--- config.mk ---
export PLATFORM = sky130hd
export DESIGN_NAME = seq_mult_asmd
export DESIGN_NICKNAME = d
export VERILOG_FILES = /design/src/rtl/seq_mult_pkg.sv /design/src/rtl/seq_mult_asmd_dp.sv /design/src/rtl/seq_mult_asmd.sv
export SDC_FILE = /design/constraint.sdc
export NUM_CORES = 1
export LEC_CHECK = 0
export ABC_AREA = 0
export CAP_MARGIN = 20
export CORE_UTILIZATION = 45
export CTS_CLUSTER_SIZE = 10
export DETAILED_ROUTE_END_ITERATION = 6
export PLACE_DENSITY_LB_ADDON = 0.1
export SLEW_MARGIN = 20
export SYNTH_ARGS = -nofsm -noshare
export SYNTH_HDL_FRONTEND = slang
export SYNTH_HIERARCHICAL = 1
export SYNTH_SLANG_ARGS = --single-unit
--- constraint.sdc ---
create_clock -name clk -period 2.6 [get_ports clk]
set_input_delay 0.26 -clock clk [delete_from_list [all_inputs] [get_ports clk]]
set_output_delay 0.26 -clock clk [all_outputs]
set_load 0.005 [all_outputs]
--- src/rtl/seq_mult_pkg.sv ---
// Shared types and helpers for the sequential shift-add multiplier.
// Holds the controller state encoding and the operand magnitude function.
package seq_mult_pkg;

    typedef enum logic [1:0] {
        IDLE = 2'd0,
        CALC = 2'd1,
        DONE = 2'd2
    } state_e;

    // Widest operand the magnitude helper handles; callers zero-extend into it.
    localparam int MAG_W = 32;

    // N-bit magnitude of x, where w is the live operand width.
    // The most negative value maps onto 2^(w-1), which still fits in w unsigned bits.
    function automatic logic [MAG_W-1:0] mag(input logic [MAG_W-1:0] x,
                                             input int unsigned      w,
                                             input logic             signed_mode);
        logic [MAG_W-1:0] mask;
        logic [MAG_W-1:0] sh;
        mask = (MAG_W'(1) << w) - MAG_W'(1);
        sh   = x >> (w - 1);
        if (signed_mode && sh[0]) begin
            mag = (~x + MAG_W'(1)) & mask;
        end else begin
            mag = x & mask;
        end
    endfunction

endpackage

--- src/rtl/seq_mult_asmd_dp.sv ---
// Datapath for seq_mult_asmd: multiplicand/multiplier/accumulator registers,
// the accumulate adder and the signed product register, driven by FSM strobes.
module seq_mult_asmd_dp
    import seq_mult_pkg::*;
#(
    parameter int N = 4
) (
    input  logic           clk,
    input  logic           reset_n,
    input  logic           load_i,
    input  logic           plus_i,
    input  logic           shift_i,
    input  logic           finish_i,
    input  logic [N-1:0]   a_mag_i,
    input  logic [N-1:0]   b_mag_i,
    input  logic           neg_i,
    output logic           mb_zero_o,
    output logic           mb_lsb_o,
    output logic [2*N-1:0] product_o
);

    logic [2*N-1:0] ma_q, ma_d;
    logic [N-1:0]   mb_q, mb_d;
    logic [2*N-1:0] acc_q, acc_d;
    logic [2*N-1:0] prod_q, prod_d;

    always_comb begin
        ma_d   = ma_q;
        mb_d   = mb_q;
        acc_d  = acc_q;
        prod_d = prod_q;
        if (load_i) begin
            ma_d  = {{N{1'b0}}, a_mag_i};
            mb_d  = b_mag_i;
            acc_d = '0;
        end else if (finish_i) begin
            // Sign is reapplied once at the end; the loop works on magnitudes only.
            prod_d = neg_i ? ('0 - acc_q) : acc_q;
        end else if (plus_i) begin
            acc_d = acc_q + ma_q;
            mb_d  = {mb_q[N-1:1], 1'b0};
        end else if (shift_i) begin
            ma_d = ma_q << 1;
            mb_d = mb_q >> 1;
        end
    end

    always_ff @(posedge clk or negedge reset_n) begin
        if (!reset_n) begin
            ma_q   <= '0;
            mb_q   <= '0;
            acc_q  <= '0;
            prod_q <= '0;
        end else begin
            ma_q   <= ma_d;
            mb_q   <= mb_d;
            acc_q  <= acc_d;
            prod_q <= prod_d;
        end
    end

    assign mb_zero_o = (mb_q == '0);
    assign mb_lsb_o  = mb_q[0];
    assign product_o = prod_q;

endmodule

--- src/rtl/seq_mult_asmd.sv ---
// Sequential shift-add multiplier with valid/ready handshakes, per-operation
// signed/unsigned mode, early termination and synchronous abort.
module seq_mult_asmd
    import seq_mult_pkg::*;
#(
    parameter int N = 4
) (
    input  logic           clk,
    input  logic           reset_n,
    input  logic           in_valid,
    output logic           in_ready,
    input  logic [N-1:0]   a,
    input  logic [N-1:0]   b,
    input  logic           signed_mode,
    input  logic           abort,
    output logic           out_valid,
    input  logic           out_ready,
    output logic [2*N-1:0] product,
    output logic           busy
);

    state_e         state_q, state_d;
    logic           neg_q, neg_d;
    logic           out_valid_q;
    logic           load, plus, shift, finish;
    logic           mb_zero, mb_lsb;
    logic [MAG_W-1:0] a_mag_w, b_mag_w;

    assign a_mag_w = mag(MAG_W'(a), N, signed_mode);
    assign b_mag_w = mag(MAG_W'(b), N, signed_mode);

    always_comb begin
        state_d = state_q;
        load    = 1'b0;
        plus    = 1'b0;
        shift   = 1'b0;
        finish  = 1'b0;
        if (abort) begin
            state_d = IDLE;
        end else begin
            case (state_q)
                IDLE: begin
                    if (in_valid) begin
                        load    = 1'b1;
                        state_d = CALC;
                    end
                end
                CALC: begin
                    if (mb_zero) begin
                        finish  = 1'b1;
                        state_d = DONE;
                    end else if (mb_lsb) begin
                        plus = 1'b1;
                    end else begin
                        shift = 1'b1;
                    end
                end
                DONE: begin
                    if (out_ready) state_d = IDLE;
                end
                default: state_d = IDLE;
            endcase
        end
    end

    assign neg_d = load ? (signed_mode & (a[N-1] ^ b[N-1])) : neg_q;

    always_ff @(posedge clk or negedge reset_n) begin
        if (!reset_n) begin
            state_q     <= IDLE;
            neg_q       <= 1'b0;
            out_valid_q <= 1'b0;
        end else begin
            state_q     <= state_d;
            neg_q       <= neg_d;
            out_valid_q <= (state_d == DONE);
        end
    end

    seq_mult_asmd_dp #(.N(N)) u_dp (
        .clk       (clk),
        .reset_n   (reset_n),
        .load_i    (load),
        .plus_i    (plus),
        .shift_i   (shift),
        .finish_i  (finish),
        .a_mag_i   (a_mag_w[N-1:0]),
        .b_mag_i   (b_mag_w[N-1:0]),
        .neg_i     (neg_q),
        .mb_zero_o (mb_zero),
        .mb_lsb_o  (mb_lsb),
        .product_o (product)
    );

    assign in_ready  = (state_q == IDLE);
    assign busy      = (state_q == CALC) || (state_q == DONE);
    assign out_valid = out_valid_q;

endmodule

# ---- Word level (Yosys, flattened, before mapping)
# Index checks and enable logic that the tools add are counted.
dict set report op_classes {
  reduce_logical 12
  shifts 0
  div_mod_pow 0
  muxes 33
  eq_ne 5
  magnitude_cmp 0
  addsub 4
  n_bitwise 5
  multipliers 0
}
# operator n
set op_table {}
lappend op_table {{$mux 8} 8}
lappend op_table {{$mux 4} 6}
lappend op_table {{$mux 1} 14}
lappend op_table {{$add 4x1->4 const B} 2}
lappend op_table {{$add 8x8->8} 1}
lappend op_table {{$mux 2} 4}
lappend op_table {{$not 4->4} 2}
lappend op_table {{$sub 1x8->8 const A} 1}
lappend op_table {{$pmux 2 s3} 1}
lappend op_table {{$reduce_and 2->1} 3}
lappend op_table {{$eq 2x2->1 const B} 2}
lappend op_table {{$logic_not 4->1} 1}
lappend op_table {{$ne 2x2->1 const B} 2}
lappend op_table {{$reduce_bool 2->1} 2}
lappend op_table {{$reduce_and 3->1} 1}
lappend op_table {{$reduce_bool 3->1} 1}
lappend op_table {{$eq 2x1->1 const B} 1}
lappend op_table {{$logic_and 1x1->1} 2}
lappend op_table {{$logic_not 2->1} 1}
lappend op_table {{$and 1x1->1} 1}
lappend op_table {{$logic_or 1x1->1} 1}
lappend op_table {{$not 1->1} 1}
lappend op_table {{$xor 1x1->1} 1}
dict set report word_totals {
  mem_bits_rw 0
  latchBits 0
  register_bits 32
  inputBits 14
  mem_count 0
  word_cells 67
  out_inout_bits 11
  rom_bits 0
}

# ---- Depth between registers and ports, before layout
# Gate-level depths: netlist of run 1.
dict set report logic_depth {
  word_depth 8
  ltp_mapped 10
  mapped_depth_nobuf 9
}

# ---- Cells and area by module
# The synthesis of run 1 kept the hierarchy.
# module cells_per_inst area_per_inst_um2 seq_area_each_um2 instances
set modules_own_cells {}
lappend modules_own_cells {seq_mult_asmd_dp 171 1594.0 700.7 1}
lappend modules_own_cells {seq_mult_asmd 46 445.4 100.1 1}

# ---- Worst setup path before layout of run 1
# OpenSTA, ideal clock, no wires.
dict set report synth_path {
  kind {flip-flop to flip-flop}
  start {register u_dp.mb_q[1]}
  end {register u_dp.ma_q[1]}
  required_ns 2.464
  arrival_ns 2.009
  slack_ns 0.455
  setup_ns 0.136
  path_buffers 1
  period_less_slack_ns 2.145
  path_stages_with_launch 8
  cell_sequence {dfrtp_1 > nor4_1 > nor2b_4 > and3b_2 > nor3b_1 > buf_2 > mux2i_1 > o21ai_0}
}
dict set report synth_via {
  elab_chain_len 6
  elab_cells_between_ends 14
  cone_classes {eq/ne (2); mux (9); reduce/logical (3)}
}
# item line_no
set synth_rtl {}
lappend synth_rtl {{start, declared} seq_mult_asmd_dp.sv:23} ;# logic [N-1:0] mb_q, mb_d;
lappend synth_rtl {{start signal, assigned} seq_mult_asmd_dp.sv:56} ;# mb_q <= mb_d;
lappend synth_rtl {{$logic_not 4->1} seq_mult_asmd_dp.sv:62} ;# assign mb_zero_o = (mb_q == '0);
lappend synth_rtl {{named net mb_zero} seq_mult_asmd.sv:26} ;# logic mb_zero, mb_lsb;
lappend synth_rtl {{$mux 1} seq_mult_asmd.sv:49} ;# if (mb_zero) begin
lappend synth_rtl {{$mux 1} seq_mult_asmd.sv:41} ;# case (state_q)
lappend synth_rtl {{$mux 1} seq_mult_asmd.sv:38} ;# if (abort) begin
lappend synth_rtl {{named net plus} seq_mult_asmd.sv:25} ;# logic load, plus, shift, finish;
lappend synth_rtl {{$ne 2x2->1 (no source line)} --}
lappend synth_rtl {{$reduce_and 3->1 (no source line)} --}
lappend synth_rtl {{end signal, assigned} seq_mult_asmd_dp.sv:55} ;# ma_q <= ma_d;
lappend synth_rtl {{end, declared} seq_mult_asmd_dp.sv:22} ;# logic [2*N-1:0] ma_q, ma_d;
# The timed path passes the listed nets, and every way through them passes these cells.
# A chain may end at the register's enable or synchronous reset.

# ---- Final worst setup path of run 1
dict set report layout_path {
  start {register state_q[1]}
  end {register u_dp.acc_q[7]}
}
dict set report layout_via {
  elab_chain_len 5
  elab_cells_between_ends 12
  cone_classes {eq/ne (2); mux (7); reduce/logical (3)}
}
# item line_no
set layout_rtl {}
lappend layout_rtl {{start, declared} seq_mult_asmd.sv:22} ;# state_e state_q, state_d;
lappend layout_rtl {{start signal, assigned} seq_mult_asmd.sv:74} ;# state_q <= state_d;
lappend layout_rtl {{$eq 2x1->1} seq_mult_asmd.sv:41}
lappend layout_rtl {{$mux 1} seq_mult_asmd.sv:41}
lappend layout_rtl {{$mux 1} seq_mult_asmd.sv:38}
lappend layout_rtl {{named net plus} seq_mult_asmd.sv:25}
lappend layout_rtl {{$reduce_bool 2->1 (no source line)} --}
lappend layout_rtl {{$reduce_and 2->1 (no source line)} --}
lappend layout_rtl {{end signal, assigned} seq_mult_asmd_dp.sv:52} ;# acc_q <= '0;
lappend layout_rtl {{end signal, assigned} seq_mult_asmd_dp.sv:57} ;# acc_q <= acc_d;
lappend layout_rtl {{end, declared} seq_mult_asmd_dp.sv:24} ;# logic [2*N-1:0] acc_q, acc_d;
# The timed path passes the listed nets, and every way through them passes these cells.

==> metrics.cfg, run 1 <==
[grt]
grt-ovfl-total = 0
antenna_found_initial = 0
grt_pass1_vias = 1506
use_met3_pct = 4.94
busiest_layer = met2
grt_max_degree = 33
track_usage_pct = 17.7
grt_util_met2_pct = 27.7
grt_pass1_wl_um = 6770
met1_usage_pct = 23.6

[floorplan]
coreArea_um2 = 4350
rows = 24
die_x_um = 69.3
fp.dieH_um = 69.3
initial_utilization_pct = 46.8
pin_count = 25
die_area_um2 = 4810

[worst_setup_path]
crit_fanout = 10
slowest_delay_ps = 400
crit_arrival_ps = 2470
cp-end-kind = register
worstPathCellList = inv_1 -> ha_1 -> nor2b_4 -> and3b_2 -> nand2b_1 -> buf_4 -> a2111oi_0 -> a21oi_1 -> a21o_1 -> a21oi_2
worstPathRequired_ps = 2810
critPathKind = register to register
reg2reg_slack_ps = 340
start_kind = register
path_buf_inv = 2
cp_top_family = compound AO/OA/AOI/OAI gates
critPathSlowestCell = dfrtp_1

[clock_tree]
tritoncts = yes
cts_setup_buffers = 0
cts_made_buffers = 5
post_cts_resized = 0
cts_max_path_buffers = 2
hold_buffers = 0
clock-sinks = 32
root_buffer = clkbuf_8
htreeDepth = 2
cts.clk_slew.worst_paths_ps = 70
clock_latency_ps = 280

[layout]
nets = 276
finalNonFillerCells = 299
drive_above_1_share_pct = 10.9
final_common_cell = nand2_1
fin_util_pct = 56.1
antenna_cells = 0
syn2layout_area_growth_pct = 19.9
fill_cells = 418
final_cell_mix = 36 x nand2_1, 32 x dfrtp_1, 24 x clkdlybuf4s50_1

[route]
drc = 0
vias_per_cell = 5.30
routedWlPerCell_um = 12.7
vias = 1584
finalWirelength_um = 3810
firstDrtPassIters = 4
ant_nets = 0
drt_iter0_drc = 77

[sta]
fin_ws_ps = 336
hold_viol = 0
fin_crit_sh_pct = 87.1
worst_slew_pin_slew_ps = 432
setup_viol_count_final = 0
fmax_mhz = 442
slew_headroom_pct = 71.1
clock_skew_ps = 6.97
tns_ps = 0
hold_slack_ps = 377
slew_viol_final = 0
min_period_ps = 2260
rsz0062_at_grt = no

[yosys]
async_flop_share_pct = 100
synth_top_area_cell = dfrtp_1
synthDistinctLibCells = 42
syn_nets = 246
ys_ff_latch = 32
netlist_area_um2 = 2040
synth_cells = 217
synthTopCellsByArea = dfrtp_1 39%, ha_1 8.6%, nand2_1 6.6%
synth_edf_count = 0
yosysSeqAreaShare_pct = 39.3
synth_ff_type = dfrtp_1
syn_area_per_cell_um2 = 9.40
yosysWarnings = 6
synth_top_area_share_pct = 39.3

[power_and_ir_drop]
seqPwrFrac_pct = 43.0
cell_internal_pwr_w = 0.00114
ir_drop_mv = 0.325
p_leak_nw = 1.09
power.density_nw_per_um2 = 699
p_switching_w = 0.000574
p_sw_share_pct = 33.6
p_comb_share_pct = 35.8
power_frac_clock_pct = 21.2

[placed_design]
dp_worst_setup_slack_ps = 365
post-dp-hpwl_um = 2910
port_buffers = 24
gp_congestion = 0.862
numPlacedInstances = 292

[hold_path]
hold_path_class = primary input to asynchronous set/reset pin

[run_status]
status = completed

[run]
maxCapViolations = 0

==> area by class of cell <==
class | instances | area [µm²] | area share (%)
sequential | 32 | 801 | 32.8
clock inverter | 2 | 12.5 | 0.512
clock buffer | 5 | 68.8 | 2.81
timing repair buffer | 30 | 285 | 11.7
multi-input combinational | 167 | 1170 | 47.9
inverter | 11 | 41.3 | 1.69
tap | 52 | 65.1 | 2.66
==> state kept, by name, indices dropped and copies added (netlist names) <==
| signal | flops |
|---|---|
| neg_q | 1 |
| state_q | 2 |
| u_dp/mb_q | 4 |
| u_dp/acc_q | 8 |
| out_valid | 1 |
| u_dp/ma_q | 8 |
| u_dp/product_o | 8 |
==> power by group through the flow <==
stage / combinational, W / sequential (W) / clock [W]
finish: 0.000611 / 0.000735 / 0.000362
global route: 0.000689 / 0.000755 / 0.000401
CTS: 0.000621 / 0.000737 / 0.000374
detailed placement: 0.000618 / 0.000746 / 0
global placement: 0.000612 / 0.000744 / 0
floorplan: 0.000383 / 0.000723 / 0
==> routing by layer <==
layer / wire length (µm) / vias to the layer above
li1: - / 820
met1: 1860 / 717
met2: 1710 / 39
met3: 166 / 8
met4: 66 / 0
met5: 0 / -
==> synthesized netlist by cell type, drive strengths merged, types with 2 or more instances <==
library cell and instances:
and2 3, dfrtp 32, nand2b 2, nor4 2
nand3 5, nand4 2, xnor2 5, xor2 6
nand2 36, clkbuf 2, nor2b 7, mux2i 12
ha 14, o21ai 20, nor3 3, o31ai 4
nor3b 2, buf 5, a211oi 3, inv 11
a21oi 11, mux2 4, nor2 10, a21o 3
==> cell families after synthesis <==
logic type / share of synthesized area [%]
xor gates and xnor gates: 4.72
DFF: 39.3
AOI/OAI and AO/OA: 16.3
adders and majority gates: 9.57
muxes: 8.10
buffers and inverters: 3.56
and+or+nand+nor: 18.5
==> worst paths after layout <==
| path | from | to | depth (start not counted) |
|---|---|---|---|
| worst max-delay path | state_q[1]$_DFF_PN0_ | u_dp/acc_q[7]$_DFFE_PN0P_ | 10 |
| worst min-delay path | reset_n | u_dp/acc_q[4]$_DFFE_PN0P_ | 2 |
| worst max register to register | state_q[1]$_DFF_PN0_ | u_dp/acc_q[7]$_DFFE_PN0P_ | 10 |
| worst min register to register | u_dp/product_o[5]$_DFFE_PN0P_ | u_dp/product_o[5]$_DFFE_PN0P_ | 2 |
| max in group asynchronous | reset_n | u_dp/acc_q[7]$_DFFE_PN0P_ | 2 |
| min in group clk | u_dp/product_o[5]$_DFFE_PN0P_ | u_dp/product_o[5]$_DFFE_PN0P_ | 2 |
==> per-stage QoR <==
| stage | power [W] | instance area [µm²] |
|---|---|---|
| finish | 0.00171 | 2440 |
| global route | 0.00184 | 2440 |
| CTS | 0.00173 | 2440 |
| detailed placement | 0.00136 | 2360 |
| global placement | 0.00136 | 2360 |
| floorplan | 0.00111 | 2040 |
==> worst reg2reg max path, stage by stage (launching register included) <==
cell	delay (ps)
dfrtp_1	400
inv_1	110
ha_1	220
nor2b_4	200
and3b_2	240
nand2b_1	80
buf_4	170
a2111oi_0	310
a21oi_1	110
a21o_1	210
a21oi_2	130
(Power assumes the default switching activity.)
==> run 2: changes to the inputs <==
- CAP_MARGIN: 20 -> not set
- clock period: 2.6 -> 2.1 ns (I/O delays scaled with it)
==> metrics.cfg, run 2 (same netlist as run 1, synthesis figures left out) <==
[floorplan]
pin_count = 25  ; unchanged
fp.dieH_um = 69.3  ; unchanged
coreArea_um2 = 4350  ; unchanged
initial_utilization_pct = 46.8  ; unchanged
die_area_um2 = 4810  ; unchanged
rows = 24  ; unchanged
die_x_um = 69.3  ; unchanged

[route]
vias = 1631  ; +3.0%
drt_iter0_drc = 59  ; -23%
finalWirelength_um = 3960  ; +4.0%
drc = 0  ; unchanged
firstDrtPassIters = 4  ; unchanged
ant_nets = 0  ; unchanged
vias_per_cell = 5.18  ; -2.3%
routedWlPerCell_um = 12.6  ; -1.3%

[sta]
slew_viol_final = 0  ; unchanged
worst_slew_pin_slew_ps = 429  ; -2.99 ps
fin_ws_ps = 19.9  ; -317 ps
slew_headroom_pct = 71.1  ; about the same
fin_crit_sh_pct = 99.1  ; +12 points
hold_viol = 0  ; unchanged
tns_ps = 0  ; unchanged
rsz0062_at_grt = yes
setup_viol_count_final = 0  ; unchanged
clock_skew_ps = 6.90  ; -0.0714 ps
fmax_mhz = 481  ; +8.8%
min_period_ps = 2080  ; -183 ps

[power_and_ir_drop]
p_leak_nw = 1.18  ; +8.3%
seqPwrFrac_pct = 40.7  ; -2.3 points
ir_drop_mv = 0.390  ; +20%
p_sw_share_pct = 32.4  ; -1.1 points
total_power_w = 0.00224  ; +31%
p_switching_w = 0.000727  ; +27%
power_frac_clock_pct = 21.5  ; +0.3 points
power.density_nw_per_um2 = 860  ; +23%
p_comb_share_pct = 37.8  ; +2.0 points
cell_internal_pwr_w = 0.00151  ; +33%

[grt]
grt_pass1_wl_um = 6780  ; +0.21%
track_usage_pct = 17.7  ; about the same
grt_pass1_vias = 1554  ; +3.2%
grt-ovfl-total = 0  ; unchanged
antenna_found_initial = 0  ; unchanged
grt_max_degree = 33  ; unchanged

[clock_tree]
clock_latency_ps = 280  ; about the same
root_buffer = clkbuf_8
cts_max_path_buffers = 2  ; unchanged
cts.clk_slew.worst_paths_ps = 70  ; about the same
tritoncts = yes
cts_made_buffers = 5  ; unchanged
clock-sinks = 32  ; unchanged
htreeDepth = 2  ; unchanged

[layout]
final_common_cell = nand2_1
design_area_um2 = 2600  ; +6.5%
antenna_cells = 0  ; unchanged
nets = 291  ; +5.4%
syn2layout_area_growth_pct = 27.7
drive_above_1_share_pct = 17.1  ; +6.2 points
final_cell_mix = 35 x nand2_1, 32 x dfrtp_1, 24 x clkdlybuf4s50_1
finalNonFillerCells = 315  ; +5.4%

[worst_setup_path]
critPathKind = register to register
rr_worst_depth = 9  ; -1
cp-end-kind = register
start_kind = register
crit_fanout = 4  ; -6
crit_arrival_ps = 2290  ; -180 ps
worstPathRequired_ps = 2310  ; -500 ps

[run]
maxCapViolations = 0  ; unchanged

[placed_design]
placed_area_um2 = 2440  ; +3.4%
post-dp-hpwl_um = 2990  ; +2.7%
port_buffers = 24  ; unchanged
dp_worst_setup_slack_ps = 3.24  ; -362 ps
gp_congestion = 0.796  ; -7.7%
numPlacedInstances = 302  ; +3.4%

[hold_path]
hold_path_class = primary input to asynchronous set/reset pin

[run_status]
status = completed

-- run 2: area by class of cell --
class	count	area, µm²
fill	383	1750
multi-input combinational	167	1200
sequential	32	801
timing repair buffer	45	402
clock buffer	8	90.1
tap	52	65.1
inverter	11	41.3
-- run 2: power groups by stage --
stage | clock network (W) | registers, W | logic, W
after floorplan | 0 | 0.000900 | 0.000477
after global placement | 0 | 0.000908 | 0.000810
after detailed placement | 0 | 0.000911 | 0.000817
after CTS | 0.000500 | 0.000901 | 0.000823
after global routing | 0.000519 | 0.000937 | 0.000953
final | 0.000482 | 0.000912 | 0.000847
-- run 2: repair_timing --
item                                    in CTS  in global routing
endpoints found under the setup margin       1                 16
gates resized for setup                      1                  7
pin swaps                                    0                  3
hold buffers                                 0                  0
buffers inserted                             1                  4
-- run 2: per-layer routing --
metal	track usage (%)	vias up	wire [µm]
met1	22.5	749	1840
li1	-	849	-
met3	3.20	5	110
met5	0	-	0
met4	7.03	0	44
met2	29.8	28	1960
-- run 2: final timing paths --
| check | from | endpoint | slack, ps |
|---|---|---|---|
| worst max register to register | state_q[1]$_DFF_PN0_ | u_dp/acc_q[7]$_DFFE_PN0P_ | 20 |
| worst min-delay path | reset_n | out_valid$_DFF_PN0_ | 320 |
| max in group asynchronous | reset_n | u_dp/ma_q[1]$_DFFE_PN0P_ | 1480 |
| worst min register to register | u_dp/product_o[3]$_DFFE_PN0P_ | u_dp/product_o[3]$_DFFE_PN0P_ | 480 |
| worst max-delay path | state_q[1]$_DFF_PN0_ | u_dp/acc_q[7]$_DFFE_PN0P_ | 20 |
| min in group clk | u_dp/product_o[3]$_DFFE_PN0P_ | u_dp/product_o[3]$_DFFE_PN0P_ | 480 |
-- run 2: stage by stage --
step / hold slack (ps) / utilization (%)
3_3_place_gp: 460 / 56.1
4_1_cts: 337 / 58.4
5_1_grt: 381 / 59.8
6_report: 323 / 59.8
2_1_floorplan: -85.6 / -
3_5_place_dp: 469 / 56.1
-- run 2: critical path, cell delays in order, from the launching register on --
cell and delay [ps]:
dfrtp_1 400, inv_2 90, ha_4 150, nor2b_4 140, and3b_2 200, nand2b_1 90, or3_1 400, mux2_4 270
a21o_1 160, a21oi_2 100
==> run 3: changes to the inputs <==
- CORE_ASPECT_RATIO: not set -> 0.7
==> metrics.cfg, run 3 (same netlist as run 1, synthesis figures left out) <==
[clock_tree]
tritoncts = yes
cts_made_buffers = 5  ; unchanged
clock_latency_ps = 280  ; about the same
cts_max_path_buffers = 2  ; unchanged
htreeDepth = 2  ; unchanged
root_buffer = clkbuf_8
cts.clk_slew.worst_paths_ps = 70  ; about the same
clock-sinks = 32  ; unchanged

[power_and_ir_drop]
seqPwrFrac_pct = 36.7  ; -4.0 points
p_leak_nw = 1.22  ; +3.9%
p_sw_share_pct = 30.6  ; -1.8 points
ir_drop_mv = 0.489  ; +26%
power_frac_clock_pct = 26.2  ; +4.7 points
p_switching_w = 0.000751  ; +3.4%
power.density_nw_per_um2 = 908  ; +5.5%
cell_internal_pwr_w = 0.00170  ; +12%
p_comb_share_pct = 37.1  ; -0.7 points

[placed_design]
placed_area_um2 = 2500  ; +2.3%
post-dp-hpwl_um = 3140  ; +5.0%
gp_congestion = 0.837  ; +5.2%
port_buffers = 24  ; unchanged

[floorplan]
coreArea_um2 = 4350  ; unchanged
pin_count = 25  ; unchanged
rows = 20  ; -17%
die_area_um2 = 4810  ; about the same
die_x_um = 82.5  ; +19%
initial_utilization_pct = 46.8  ; unchanged
fp.dieH_um = 58.3  ; -16%

[layout]
fill_cells = 390  ; +1.8%
multi_input_area_um2 = 1210  ; +0.62%
nets = 296  ; +1.7%
drive_above_1_share_pct = 20.1  ; +3.0 points
syn2layout_area_growth_pct = 32.5
seq_area_um2 = 801  ; unchanged
final_common_cell = nand2_1
final_cell_mix = 35 x nand2_1, 32 x dfrtp_1, 24 x clkdlybuf4s50_1, 24 x buf_4, 18 x o21ai_0
design_area_um2 = 2700  ; +3.7%
antenna_cells = 0  ; unchanged

[worst_setup_path]
r2r_end = u_dp/acc_q[7]$_DFFE_PN0P_
cp-endpoint = u_dp/acc_q[7]$_DFFE_PN0P_
rr_worst_depth = 10  ; +1
r2r_start = state_q[1]$_DFF_PN0_
critPathKind = register to register
crit_arrival_ps = 2300  ; about the same
cp-end-kind = register
reg2reg_slack_ps = 20  ; about the same
crit_fanout = 4  ; unchanged
worstPathRequired_ps = 2320  ; about the same
start_kind = register
startpoint = state_q[1]$_DFF_PN0_

[sta]
setup_viol_count_final = 0  ; unchanged
fmax_mhz = 480  ; -0.22%
clock_skew_ps = 5.67  ; -1.23 ps
tns_ps = 0  ; unchanged
hold_viol = 0  ; unchanged
fin_crit_sh_pct = 99.3  ; +0.22 points
rsz0062_at_grt = yes
min_period_ps = 2080  ; +4.69 ps
slew_viol_final = 0  ; unchanged
slew_headroom_pct = 69.0  ; -2.2 points
worst_slew_pin_slew_ps = 461  ; +32.3 ps

[route]
vias = 1639  ; +0.49%
vias_per_cell = 5.07  ; -2.0%
routedWlPerCell_um = 12.7  ; +1.0%
ant_nets = 0  ; unchanged
drc = 1  ; +1
finalWirelength_um = 4100  ; +3.6%
drt_iter0_drc = 65  ; +10%
firstDrtPassIters = 6  ; +2

[hold_path]
hold_path_class = primary input to asynchronous set/reset pin

[run_status]
status = complete, but fails checks
violations = design-rule violations

[grt]
grt-ovfl-total = 0  ; unchanged
grt_pass1_vias = 1504  ; -3.2%
antenna_found_initial = 0  ; unchanged
grt_max_degree = 33  ; unchanged
track_usage_pct = 20.1  ; +2.4 points
grt_pass1_wl_um = 7110  ; +4.8%

[run]
maxCapViolations = 0  ; unchanged

[run 3: changes by cell type in the layout (fill, tap and decap cells not counted), sizes merged]
cell	delta
buf	+5
bufinv	+1
clkbuf	-1
[run 3: what timing repair did]
action / CTS / global route
setup buffers: 2 / 1
resized for setup: 4 / 7
endpoints found under the setup margin: 12 / 14
hold buffers: 0 / 0
pin swaps: 1 / 3
[run 3: worst min path at each step]
stage | slack [ps] | endpoint | start
after floorplan | -90 | neg_q$_DFFE_PN0P_ | reset_n
after global placement | 460 | u_dp/product_o[4]$_DFFE_PN0P_ | u_dp/product_o[4]$_DFFE_PN0P_
after detailed placement | 470 | u_dp/product_o[2]$_DFFE_PN0P_ | u_dp/product_o[2]$_DFFE_PN0P_
after CTS | 330 | out_valid$_DFF_PN0_ | reset_n
after global routing | 360 | out_valid$_DFF_PN0_ | reset_n
final | 320 | out_valid$_DFF_PN0_ | reset_n
[run 3: worst max-delay path, stage by stage, from the launching register on]
cell,delay [ps]
dfrtp_1,390
inv_2,80
ha_4,140
nor2b_4,140
and3b_2,200
buf_6,110
nand2b_4,50
or3_1,360
mux2_4,270
a21o_1,160
a21oi_2,110
[run 3: layout make-up]
type / count / share of cell area [%]
Multi-Input combinational cell: 167 / 44.9
Sequential cell: 32 / 29.6
Timing Repair Buffer: 50 / 16.7
Clock buffer: 7 / 3.57
Tap cell: 55 / 2.55
Inverter: 11 / 1.53
Clock inverter: 1 / 1.11
[run 3: layer usage]
metal  track usage, %  vias up  share of wire, %
met5                0        -                 0
met4             6.02        0              0.44
met3             5.12        3               3.6
met2             29.6       35                43
met1             28.9      742                53
li1                 -      859                 -
[run 3: through the flow]
| step | hold slack [ps] | setup slack [ps] | cells | util [%] | power, W |
|---|---|---|---|---|---|
| after global placement | 462 | -205 | 312 | 57.4 | 0.00178 |
| after global routing | 363 | -81.7 | 323 | 62.0 | 0.00263 |
| after CTS | 327 | 13.4 | 322 | 61.4 | 0.00246 |
| final | 316 | 15.2 | 323 | 62.0 | 0.00245 |
| after floorplan | -85.6 | 31.3 | 217 | - | 0.00138 |
| after detailed placement | 470 | -265 | 312 | 57.4 | 0.00179 |
[run 3: power groups by stage]
stage          logic (W)  clock network [W]  registers, W
2_1_floorplan   0.000477                  0      0.000900
3_3_place_gp    0.000869                  0      0.000906
3_5_place_dp    0.000881                  0      0.000911
4_1_cts         0.000904           0.000653      0.000902
5_1_grt          0.00103           0.000683      0.000926
6_report        0.000909           0.000643      0.000900
